## src/rtl/regfile_wb_scheduler.sv

```systemverilog
// Writeback scheduler for an 8 x 16-bit register file: round-robin arbitration of two
// writeback requesters onto one registered write port, plus a busy scoreboard for issue hazards.
`timescale 1ns/1ps

module regfile_wb_scheduler #(
    parameter int DATA_W = 16,
    parameter int ADDR_W = 3,
    parameter int NREG   = 8
) (
    input  logic              clk,
    input  logic              rst_n,
    input  logic              iss_valid,
    input  logic [ADDR_W-1:0] iss_src1,
    input  logic [ADDR_W-1:0] iss_src2,
    input  logic [ADDR_W-1:0] iss_tgt,
    output logic              iss_stall,
    input  logic              a_valid,
    input  logic [ADDR_W-1:0] a_tgt,
    input  logic [DATA_W-1:0] a_dat,
    output logic              a_ready,
    input  logic              b_valid,
    input  logic [ADDR_W-1:0] b_tgt,
    input  logic [DATA_W-1:0] b_dat,
    output logic              b_ready,
    output logic              rf_we,
    output logic [ADDR_W-1:0] rf_tgt,
    output logic [DATA_W-1:0] rf_dat,
    output logic [NREG-1:0]   busy,
    output logic              wb_err
);

    localparam logic GRANT_A = 1'b0;
    localparam logic GRANT_B = 1'b1;

    // One-hot decode of a register index; the zero register never maps to a scoreboard bit.
    function automatic logic [NREG-1:0] reg_mask(input logic [ADDR_W-1:0] idx);
        logic [NREG-1:0] m;
        m = {{(NREG-1){1'b0}}, 1'b1} << idx;
        m[0] = 1'b0;
        return m;
    endfunction

    logic              last_grant_q, last_grant_d;
    logic              rf_we_q, rf_we_d;
    logic [ADDR_W-1:0] rf_tgt_q, rf_tgt_d;
    logic [DATA_W-1:0] rf_dat_q, rf_dat_d;
    logic [NREG-1:0]   busy_q, busy_d;
    logic              wb_err_q, wb_err_d;

    logic              xfer_s;
    logic [ADDR_W-1:0] sel_tgt_s;
    logic [DATA_W-1:0] sel_dat_s;
    logic [NREG-1:0]   set_s;
    logic [NREG-1:0]   clr_s;
    logic [NREG-1:0]   hazard_s;
    logic              err_s;

    // Round-robin arbitration: contention goes to whichever requester was not granted last.
    always_comb begin
        a_ready = 1'b0;
        b_ready = 1'b0;
        if (!rst_n) begin
            a_ready = 1'b0;
            b_ready = 1'b0;
        end else if (a_valid && b_valid) begin
            if (last_grant_q == GRANT_B) begin
                a_ready = 1'b1;
            end else begin
                b_ready = 1'b1;
            end
        end else begin
            a_ready = a_valid;
            b_ready = b_valid;
        end
    end

    // Select the granted requester's payload.
    always_comb begin
        xfer_s    = a_ready || b_ready;
        sel_tgt_s = {ADDR_W{1'b0}};
        sel_dat_s = {DATA_W{1'b0}};
        if (a_ready) begin
            sel_tgt_s = a_tgt;
            sel_dat_s = a_dat;
        end else if (b_ready) begin
            sel_tgt_s = b_tgt;
            sel_dat_s = b_dat;
        end else begin
            sel_tgt_s = {ADDR_W{1'b0}};
            sel_dat_s = {DATA_W{1'b0}};
        end
    end

    // Hazard detection works on the registered busy vector only, so there is no bypass.
    always_comb begin
        hazard_s  = reg_mask(iss_src1) | reg_mask(iss_src2) | reg_mask(iss_tgt);
        iss_stall = iss_valid && ((hazard_s & busy_q) != {NREG{1'b0}});
    end

    // Scoreboard update; OR-ing the set after the clear makes a same-edge set win.
    always_comb begin
        set_s  = {NREG{1'b0}};
        clr_s  = {NREG{1'b0}};
        if (iss_valid && !iss_stall) begin
            set_s = reg_mask(iss_tgt);
        end else begin
            set_s = {NREG{1'b0}};
        end
        if (rf_we_q) begin
            clr_s = reg_mask(rf_tgt_q);
        end else begin
            clr_s = {NREG{1'b0}};
        end
        busy_d = (busy_q & ~clr_s) | set_s;
    end

    // Write-port next state, grant history and the sticky unexpected-write flag.
    always_comb begin
        rf_we_d      = 1'b0;
        rf_tgt_d     = rf_tgt_q;
        rf_dat_d     = rf_dat_q;
        last_grant_d = last_grant_q;
        err_s        = 1'b0;
        if (xfer_s && (sel_tgt_s != {ADDR_W{1'b0}})) begin
            rf_we_d  = 1'b1;
            rf_tgt_d = sel_tgt_s;
            rf_dat_d = sel_dat_s;
            err_s    = ((reg_mask(sel_tgt_s) & (busy_q | set_s)) == {NREG{1'b0}});
        end else begin
            rf_we_d  = 1'b0;
            err_s    = 1'b0;
        end
        if (a_ready) begin
            last_grant_d = GRANT_A;
        end else if (b_ready) begin
            last_grant_d = GRANT_B;
        end else begin
            last_grant_d = last_grant_q;
        end
        wb_err_d = wb_err_q || err_s;
    end

    // State registers; reset also cancels any write captured for the next cycle.
    always_ff @(posedge clk or negedge rst_n) begin
        if (!rst_n) begin
            last_grant_q <= GRANT_B;
            rf_we_q      <= 1'b0;
            rf_tgt_q     <= {ADDR_W{1'b0}};
            rf_dat_q     <= {DATA_W{1'b0}};
            busy_q       <= {NREG{1'b0}};
            wb_err_q     <= 1'b0;
        end else begin
            last_grant_q <= last_grant_d;
            rf_we_q      <= rf_we_d;
            rf_tgt_q     <= rf_tgt_d;
            rf_dat_q     <= rf_dat_d;
            busy_q       <= busy_d;
            wb_err_q     <= wb_err_d;
        end
    end

    assign rf_we  = rf_we_q;
    assign rf_tgt = rf_tgt_q;
    assign rf_dat = rf_dat_q;
    assign busy   = busy_q;
    assign wb_err = wb_err_q;

endmodule

```

## config.mk

```make
export PLATFORM = sky130hd
export DESIGN_NAME = regfile_wb_scheduler
export DESIGN_NICKNAME = d
export VERILOG_FILES = /design/src/rtl/regfile_wb_scheduler.sv
export SDC_FILE = /design/constraint.sdc
export NUM_CORES = 1
export LEC_CHECK = 0
export BUFFER_PORTS_ARGS = -buffer_cell sky130_fd_sc_hd__buf_4
export CAP_MARGIN = 40
export CORE_MARGIN = 2
export CORE_UTILIZATION = 50
export CTS_BUF_LIST = sky130_fd_sc_hd__clkbuf_16
export DETAILED_ROUTE_END_ITERATION = 10
export PLACE_DENSITY_LB_ADDON = 0.05
export SETUP_SLACK_MARGIN = 0.3
export SYNTH_ARGS = -nofsm -noshare
export SYNTH_HDL_FRONTEND = slang
export SYNTH_SLANG_ARGS = --single-unit
```

## constraint.sdc

```tcl
create_clock -name clk -period 3.5 [get_ports clk]
set_input_delay 0.875 -clock clk [delete_from_list [all_inputs] [get_ports clk]]
set_output_delay 0.875 -clock clk [all_outputs]
set_load 0.01 [all_outputs]
```

==> impl_metrics.env, run 1 <==
export IMPL_synth_edff_count=0
export IMPL_place_congestion=0.861
export IMPL_crit_path_start_kind="primary input"
export IMPL_yosys_warnings=0
export IMPL_skew_ps=1.89
export IMPL_cts_buffer_depth=2
export IMPL_slew_viol_final=0
export IMPL_p_leak_nw=1.18
export IMPL_min_to="rf_dat[13]"
export IMPL_hp_start="rf_dat[13]"
export IMPL_p_per_area_mw_per_mm2=561
export IMPL_ir_drop_v=0.000282
export IMPL_syn_area_sq_mm=0.00179
export IMPL_synth_cell_types=50
export IMPL_reg2reg_to="wb_err"
export IMPL_ys_seq_area_frac=0.407
export IMPL_placed_area_sq_mm=0.00241
export IMPL_wl_microns=4660
export IMPL_met3WireLength_microns=372
export IMPL_holdBufCountCts=0
export IMPL_syn_avg_cell_area_sq_um=9.08
export IMPL_cts_made_buffers=5
export IMPL_critPathMaxFanout=8
export IMPL_tns_ps=0
export IMPL_drt_iter0_drc=132
export IMPL_grt_max_degree=47
export IMPL_final_hold_viol_count=0
export IMPL_cp_arrival_ps=2220
export IMPL_drt_pass1_iterations=4
export IMPL_postRouteAntennaNets=0
export IMPL_fp_coreArea_sq_mm=0.00339
export IMPL_final_area_sq_mm=0.00257
export IMPL_cts_htree_levels=2
export IMPL_route_detailed_drc=0
export IMPL_rows=21
export IMPL_grt_overflow_total=0
export IMPL_crit_path_end_kind="output pin"
export IMPL_period_share=0.885
export IMPL_post_cts_resized=0
export IMPL_hold_depth=2
export IMPL_worstRegToRegCells=6
export IMPL_vias_per_cell=5.69
export IMPL_nets=328
export IMPL_worstMarginPinSlew_ps=520
export IMPL_die_h_microns=63.8
export IMPL_clockRootBuffer="clkbuf_16"
export IMPL_async_flop_share=1.00
export IMPL_hold_path_class="register to register"
export IMPL_report_final_setup_viol=0
export IMPL_rsz0062_at_grt="false"
export IMPL_highest_layer="met4"
export IMPL_antenna_found_initial=0
export IMPL_syn_inst=197
export IMPL_grt_pass1_wl_microns=8050
export IMPL_drive_above_1_share=0.377
export IMPL_path_class="primary input to output pin"
export IMPL_ys_flop_type="dfrtp_1"
export IMPL_vias=1831
export IMPL_grt_use_total=0.252
export IMPL_post_cts_setup_buffers=0
export IMPL_grt_pass1_vias=1761
export IMPL_cts_sinks=29
export IMPL_avgRoutedWirePerCell_microns=14.5
export IMPL_worstSkewPairLatency_ps=270
export IMPL_met2_length_microns=2310
export IMPL_dp_hpwl_microns=3390
export IMPL_drv_max_cap_violation_count=0
export IMPL_antenna_cells=0
export IMPL_path_clk_slew_ps=50
export IMPL_start_util=0.528
export IMPL_dieArea_sq_mm=0.00407
export IMPL_cts_tree="built"
export IMPL_max_freq_mhz=323
export IMPL_required_ps=2620
export IMPL_maxSlewHeadroom=0.654
export IMPL_period_needed_ps=3100
export IMPL_ios=84
export IMPL_hold_slack_ps=479
export IMPL_status="finished clean"
export IMPL_r2r_start="last_grant_q"
export IMPL_die_x_microns=63.8
export IMPL_area_growth_pct=43.5
export IMPL_reg2reg_slack_ps=1550
export IMPL_nFillCells=280
export IMPL_routedLengthMet1_microns=1960
export IMPL_ys_ff_latch=29
export IMPL_io_buffers=82
export IMPL_synth_nets=249
## report_power, final
| group | internal [mW] | switching, mW |
|---|---|---|
| Sequential | 0.413 | 0.102 |
| Clock | 0.329 | 0.141 |
| Combinational | 0.233 | 0.221 |
## metrics by stage
step | util | worst slack, ps | total power, mW | std cells
2_1_floorplan | - | 475 | 0.724 | 197
3_3_place_gp | 0.710 | 303 | 0.965 | 315
3_5_place_dp | 0.710 | 301 | 0.971 | 315
4_1_cts | 0.757 | 402 | 1.45 | 322
5_1_grt | 0.757 | 303 | 1.53 | 322
6_report | 0.757 | 402 | 1.44 | 322
## synthesized netlist by cell type, drive strengths merged, types with 2 or more instances
| cell | number | area share |
|---|---|---|
| and2 | 2 | 0.0070 |
| a32o | 3 | 0.018 |
| mux2i | 2 | 0.011 |
| nand2b | 6 | 0.022 |
| buf | 9 | 0.034 |
| nand2 | 32 | 0.069 |
| and4 | 3 | 0.015 |
| o31ai | 4 | 0.027 |
| nor2 | 2 | 0.0042 |
| nor4b | 3 | 0.015 |
| o21ai | 33 | 0.092 |
| a32oi | 3 | 0.015 |
| nand3b | 9 | 0.038 |
| a21oi | 6 | 0.019 |
| clkbuf | 4 | 0.0091 |
| inv | 4 | 0.0084 |
| nand3 | 3 | 0.0084 |
| dfrtp | 28 | 0.39 |
| nor2b | 2 | 0.011 |
| a22oi | 17 | 0.071 |
| nor3b | 3 | 0.013 |
| xnor2 | 2 | 0.0098 |
## registers in the layout, summed over array words and instances (netlist names)
name and count:
wb_err 1, rf_tgt 3, rf_we 1, busy 7
rf_dat 16, last_grant_q 1
## worst max-delay path by stage
stage	depth (start not counted)	endpoint	start	slack (ps)
after CTS	7	iss_stall	iss_tgt[1]	400
final	7	iss_stall	iss_tgt[1]	400
after floorplan	6	iss_stall	iss_tgt[1]	480
after detailed placement	7	iss_stall	iss_tgt[1]	300
after global routing	7	iss_stall	iss_tgt[1]	300
after global placement	7	iss_stall	iss_tgt[1]	300
## layout by cell type, fill, tap and decap left out, types with 2 or more instances in the layout
cell type	netlist	layout
xnor2_1	2	2
a32oi_1	3	3
dfrtp_1	28	28
o21ai_1	5	5
nor2_1	2	2
and2_1	2	2
a32o_2	2	2
buf_4	4	85
a21oi_1	5	5
a22oi_1	17	17
inv_1	4	4
nor3b_1	3	3
nand3_1	3	3
clkbuf_16	0	5
and4_1	3	3
nand2_1	31	31
o21ai_0	28	28
o31ai_1	2	2
nand3b_1	9	9
nor4b_1	3	3
nand2b_1	5	5
mux2i_1	2	2
## metal layers
layer	GRT usage	vias up
met2	0.417	82
met3	0.0827	4
met5	0	-
met1	0.318	847
met4	0.0652	0
li1	-	898
## worst max-delay path: stages
cell and delay [ps]:
buf_4 140, nor2b_4 130, a22o_1 230, a221oi_2 280
nand3_1 100, o41a_1 320, buf_4 150
## cell families after synthesis
| logic type | count (synthesis) | synth area share |
|---|---|---|
| AND/OR/NAND/NOR | 67 | 0.209 |
| flip-flops | 29 | 0.407 |
| XOR/XNOR | 2 | 0.00980 |
| multiplexers | 2 | 0.0112 |
| other | 1 | 0.00210 |
| buffers and inverters | 17 | 0.0518 |
| AO/OA/AOI/OAI | 79 | 0.310 |
## final cells by class
type / instances / area (sq um) / share of cell area
clock inverters: 2 / 35.0 / 0.0137
well taps: 46 / 57.6 / 0.0224
inverters: 4 / 15.0 / 0.00585
multi-input cells: 151 / 968 / 0.377
flip-flops and latches: 29 / 727 / 0.283
repair buffers: 85 / 638 / 0.249
clock buffers: 5 / 125 / 0.0488
(Power assumes the default switching activity.)
==> inputs of run 2 (changes only) <==
--- a/config.mk
+++ b/config.mk
@@ -8,8 +8,8 @@
 export BUFFER_PORTS_ARGS = -buffer_cell sky130_fd_sc_hd__buf_4
 export CAP_MARGIN = 40
 export CORE_MARGIN = 2
-export CORE_UTILIZATION = 50
-export CTS_BUF_LIST = sky130_fd_sc_hd__clkbuf_16
+export CORE_UTILIZATION = 52
+export CTS_BUF_LIST = sky130_fd_sc_hd__clkbuf_8
 export DETAILED_ROUTE_END_ITERATION = 10
 export PLACE_DENSITY_LB_ADDON = 0.05
 export SETUP_SLACK_MARGIN = 0.3
==> run 2 against run 1 <==
Utilization is 0.43 points lower. Final cell count is 0.31% higher. Die area is 3.6% lower. Worst setup slack worse by 8.0 ps. Non-clock buffer count stayed put.
==> impl_metrics.env, run 2 (synthesized netlist as in run 1, its figures left out) <==
export IMPL_postRouteAntennaNets=0
export IMPL_maxSlewHeadroom=0.571
export IMPL_mostFrequentLayoutCells="85 x buf_4, 31 x nand2_1, 28 x o21ai_0, 28 x dfrtp_1, 17 x a22oi_1"
export IMPL_ir_drop_v=0.000249
export IMPL_drive_above_1_share=0.379
export IMPL_route_detailed_drc=0
export IMPL_die_h_microns=62.6
export IMPL_clockRootBuffer="clkbuf_8"
export IMPL_slew_viol_final=0
export IMPL_wl_microns=4720
export IMPL_final_hold_viol_count=0
export IMPL_grt_use_total=0.246
export IMPL_drv_max_cap_violation_count=0
export IMPL_rows=21
export IMPL_tns_ps=0
export IMPL_p_leak_nw=1.14
export IMPL_skew_ps=3.38
export IMPL_dieArea_sq_mm=0.00392
export IMPL_critPathMaxFanout=8
export IMPL_fp_coreArea_sq_mm=0.00331
export IMPL_io_buffers=82
export IMPL_place_congestion=0.867
export IMPL_cts_tree="built"
export IMPL_final_area_sq_mm=0.00249
export IMPL_mostFrequentLayoutCell="buf_4"
export IMPL_vias_per_cell=5.68
export IMPL_post_cts_resized=0
export IMPL_path_clk_slew_ps=60
export IMPL_hold_path_class="register to register"
export IMPL_cp_arrival_ps=2230
export IMPL_cts_buffer_depth=2
export IMPL_dp_hpwl_microns=3450
export IMPL_avgRoutedWirePerCell_microns=14.6
export IMPL_hold_slack_ps=480
export IMPL_period_needed_ps=3110
export IMPL_drt_iter0_drc=141
export IMPL_die_x_microns=62.6
export IMPL_grt_pass1_wl_microns=7780
export IMPL_rsz0062_at_grt="false"
export IMPL_grt_pass1_vias=1609
export IMPL_status="finished clean"
export IMPL_p_per_area_mw_per_mm2=497
export IMPL_vias=1834
export IMPL_placed_area_sq_mm=0.00241
export IMPL_report_final_setup_viol=0
export IMPL_path_class="primary input to output pin"
export IMPL_holdBufCountCts=0
export IMPL_post_cts_setup_buffers=0
export IMPL_cts_made_buffers=5
export IMPL_grt_max_degree=47
export IMPL_worstMarginPinSlew_ps=643
export IMPL_max_freq_mhz=322
export IMPL_crit_path_end_kind="output pin"
export IMPL_ios=84
export IMPL_grt_overflow_total=0
export IMPL_nets=328
export IMPL_cts_sinks=29
export IMPL_worstSkewPairLatency_ps=280
export IMPL_cts_htree_levels=2
export IMPL_drt_pass1_iterations=4
export IMPL_crit_path_start_kind="primary input"
export IMPL_start_util=0.540
export IMPL_largest_register_ff_count=16
export IMPL_area_growth_pct=39.4
export IMPL_antenna_cells=0
export IMPL_required_ps=2620
export IMPL_period_share=0.887
export IMPL_antenna_found_initial=0
[run 2: metal layers]
layer / global-route usage / part of all wire
met5: 0 / 0
met4: 0.0667 / 0.0066
met1: 0.367 / 0.44
met3: 0.0559 / 0.082
met2: 0.360 / 0.47
[run 2: final cells by class]
class	count	area (sq um)
Fill cell	275	818
Clock buffer	5	68.8
Timing Repair Buffer	85	638
Multi-Input combinational cell	151	968
Sequential cell	29	727
Clock inverter	3	17.5
Tap cell	46	57.6
Inverter	4	15.0
[run 2: metrics by stage]
step / worst slack [ps] / instances / util / total power, mW
3_5_place_dp: 288 / 315 / 0.727 / 0.971
2_1_floorplan: 475 / 197 / - / 0.724
5_1_grt: 329 / 323 / 0.753 / 1.31
6_report: 394 / 323 / 0.753 / 1.24
4_1_cts: 306 / 323 / 0.753 / 1.24
3_3_place_gp: 298 / 315 / 0.727 / 0.964
[run 2: critical path, stage by stage]
cell and delay [ps]:
buf_4 140, nor2b_4 130, a22o_1 220, a221oi_2 290
nand3_1 110, o41a_1 310, buf_4 150
[run 2: power breakdown]
group | switching, mW | total, mW | internal [mW]
Clock | 0.132 | 0.269 | 0.137
Combinational | 0.219 | 0.453 | 0.234
Sequential | 0.106 | 0.517 | 0.412
Total | 0.457 | 1.24 | 0.782
[run 2: worst paths after layout]
path,start,to,slack [ps],depth (start not counted)
setup / recovery,iss_tgt[1],iss_stall,390,7
max in group asynchronous,rst_n,last_grant_q,2560,1
hold / removal,rf_dat[6],rf_dat[6],480,2
min in group asynchronous,rst_n,busy[4],560,1
setup reg to reg,last_grant_q,rf_dat[15],1330,6
hold reg to reg,rf_dat[6],rf_dat[6],480,2
==> inputs of run 3 (changes only) <==
--- a/config.mk
+++ b/config.mk
@@ -8,8 +8,8 @@
 export BUFFER_PORTS_ARGS = -buffer_cell sky130_fd_sc_hd__buf_4
 export CAP_MARGIN = 40
 export CORE_MARGIN = 2
-export CORE_UTILIZATION = 52
-export CTS_BUF_LIST = sky130_fd_sc_hd__clkbuf_8
+export CORE_UTILIZATION = 42
+export CTS_BUF_LIST = sky130_fd_sc_hd__clkbuf_16
 export DETAILED_ROUTE_END_ITERATION = 10
 export PLACE_DENSITY_LB_ADDON = 0.05
 export SETUP_SLACK_MARGIN = 0.3
==> constraint.sdc (replaced) <==
create_clock -name clk -period 2.52 [get_ports clk]
set_input_delay 0.63 -clock clk [delete_from_list [all_inputs] [get_ports clk]]
set_output_delay 0.63 -clock clk [all_outputs]
set_load 0.01 [all_outputs]
==> run 3 against run 2 <==
The run now ends with setup timing left. First-iteration DRC count increased by 2.8%. Clock-buffer cell count unchanged. Clock power increased by 98%. Register-to-register slack got worse by 760 ps. Largest power group unchanged. Largest cell class unchanged. Sequential power increased by 39%. Combinational power increased by 43%. Utilization decreased by 11 points. Critical path type unchanged. Routed wire length increased by 1.8%. Clock skew about the same. Sequential cell count unchanged.
==> impl_metrics.env, run 3 (synthesized netlist as in run 1, its figures left out) <==
export IMPL_ios=84
export IMPL_dieArea_sq_mm=0.00479
export IMPL_required_ps=1890
export IMPL_hold_path_class="primary input to asynchronous set/reset pin"
export IMPL_preCtsSetupSlack_ps=-27.4
export IMPL_nFillCells=370
export IMPL_rows=23
export IMPL_postRouteAntennaNets=0
export IMPL_antenna_found_initial=0
export IMPL_final_hold_viol_count=0
export IMPL_holdBufCountCts=0
export IMPL_fp_coreArea_sq_mm=0.00406
export IMPL_p_leak_nw=1.20
export IMPL_cts_buffer_depth=2
export IMPL_start_util=0.441
export IMPL_cts_tree="built"
export IMPL_grt_max_degree=36
export IMPL_power_total_mw=1.90
export IMPL_cp_arrival_ps=1890
export IMPL_grt_overflow_total=0
export IMPL_die_h_microns=69.2
export IMPL_slowest_stage="o41a_1"
export IMPL_cts_made_buffers=5
export IMPL_die_x_microns=69.2
export IMPL_io_buffers=82
export IMPL_cts_htree_levels=2
export IMPL_grt_use_total=0.207
export IMPL_fin_cells=333
export IMPL_post_cts_resized=2
export IMPL_antenna_cells=0
export IMPL_crit_path_end_kind="output pin"
export IMPL_report_final_setup_viol=1
export IMPL_drt_pass1_iterations=4
export IMPL_grt_pass1_vias=1631
export IMPL_dpl_cell_count=325
export IMPL_slowest_delay_ps=310
export IMPL_worst_slack_ps=-1.93
export IMPL_violations="setup timing"
export IMPL_route_detailed_drc=0
export IMPL_rsz0062_at_grt="true"
export IMPL_grt_pass1_wl_microns=8060
export IMPL_period_needed_ps=2520
export IMPL_worstSkewPairLatency_ps=270
export IMPL_dp_hpwl_microns=3600
export IMPL_max_freq_mhz=397
export IMPL_path_clk_slew_ps=50
export IMPL_path_class="primary input to output pin"
export IMPL_avgRoutedWirePerCell_microns=14.4
export IMPL_crit_path_start_kind="primary input"
export IMPL_wl_microns=4810
export IMPL_skew_ps=3.82
export IMPL_vias=1854
export IMPL_mostFrequentLayoutCell="buf_4"
export IMPL_ir_drop_v=0.000486
export IMPL_p_per_area_mw_per_mm2=731
export IMPL_area_growth_pct=45.5
export IMPL_cp_cell_sequence="buf_8, nor2b_4, a22o_1, a221oi_2, nand3_1, o41a_1, buf_4"
export IMPL_drt_iter0_drc=145
export IMPL_slew_viol_final=0
export IMPL_nets=334
export IMPL_period_share=1.00
export IMPL_largest_register_ff_count=16
export IMPL_critPathMaxFanout=5
export IMPL_vias_per_cell=5.57
export IMPL_post_cts_setup_buffers=0
export IMPL_clockRootBuffer="clkbuf_16"
export IMPL_tns_ps=-1.93
export IMPL_drive_above_1_share=0.385
export IMPL_drv_max_cap_violation_count=0
export IMPL_status="finished with violations"
export IMPL_mostFrequentLayoutCells="90 x buf_4, 31 x nand2_1, 28 x o21ai_0, 28 x dfrtp_1, 17 x a22oi_1"
export IMPL_cts_sinks=29
export IMPL_place_congestion=0.862
-- run 3: layout make-up --
cell class / instances / area [sq um] / share of cell area
sequential: 29 / 727 / 0.279
clock buffer: 5 / 125 / 0.0481
clock inverter: 3 / 12.5 / 0.00481
multi-input combinational: 151 / 968 / 0.372
inverter: 4 / 15.0 / 0.00577
tap: 50 / 62.6 / 0.0241
timing repair buffer: 91 / 691 / 0.266
-- run 3: through the flow --
step | cell area, sq um | util | hold slack (ps)
floorplan | 1790 | - | 334
global placement | 2460 | 0.605 | 463
detailed placement | 2460 | 0.605 | 471
CTS | 2600 | 0.641 | 210
global route | 2600 | 0.641 | 216
finish | 2600 | 0.641 | 217
-- run 3: power breakdown --
group / leakage (nW) / switching [mW] / internal [mW]
sequential: 0.366 / 0.146 / 0.574
clock: 0.0687 / 0.178 / 0.354
combinational: 0.766 / 0.309 / 0.340
total: 1.20 / 0.633 / 1.27
-- run 3: layer usage --
layer | GRT usage | vias up | wire length, microns
li1 | - | 912 | -
met1 | 0.313 | 858 | 2240
met2 | 0.304 | 80 | 2170
met3 | 0.0509 | 4 | 365
met4 | 0.0392 | 0 | 25
met5 | 0 | - | 0
-- run 3: final timing paths --
check                        startpoint         to  slack (ps)  cells after the start
min reg2reg                   rf_dat[0]  rf_dat[0]         480                      2
min                               rst_n     wb_err         220                      1
max reg2reg                last_grant_q     wb_err         570                      6
max in group asynchronous         rst_n  rf_dat[8]        1720                      2
min in group clk              rf_dat[0]  rf_dat[0]         480                      2
max                          iss_tgt[1]  iss_stall          -2                      7
-- run 3: critical path: cells and delay by family --
| family | cells | cell delay, ps |
|---|---|---|
| compound gates | 3 | 800 |
| buf+inv | 2 | 240 |
| simple gates | 2 | 220 |
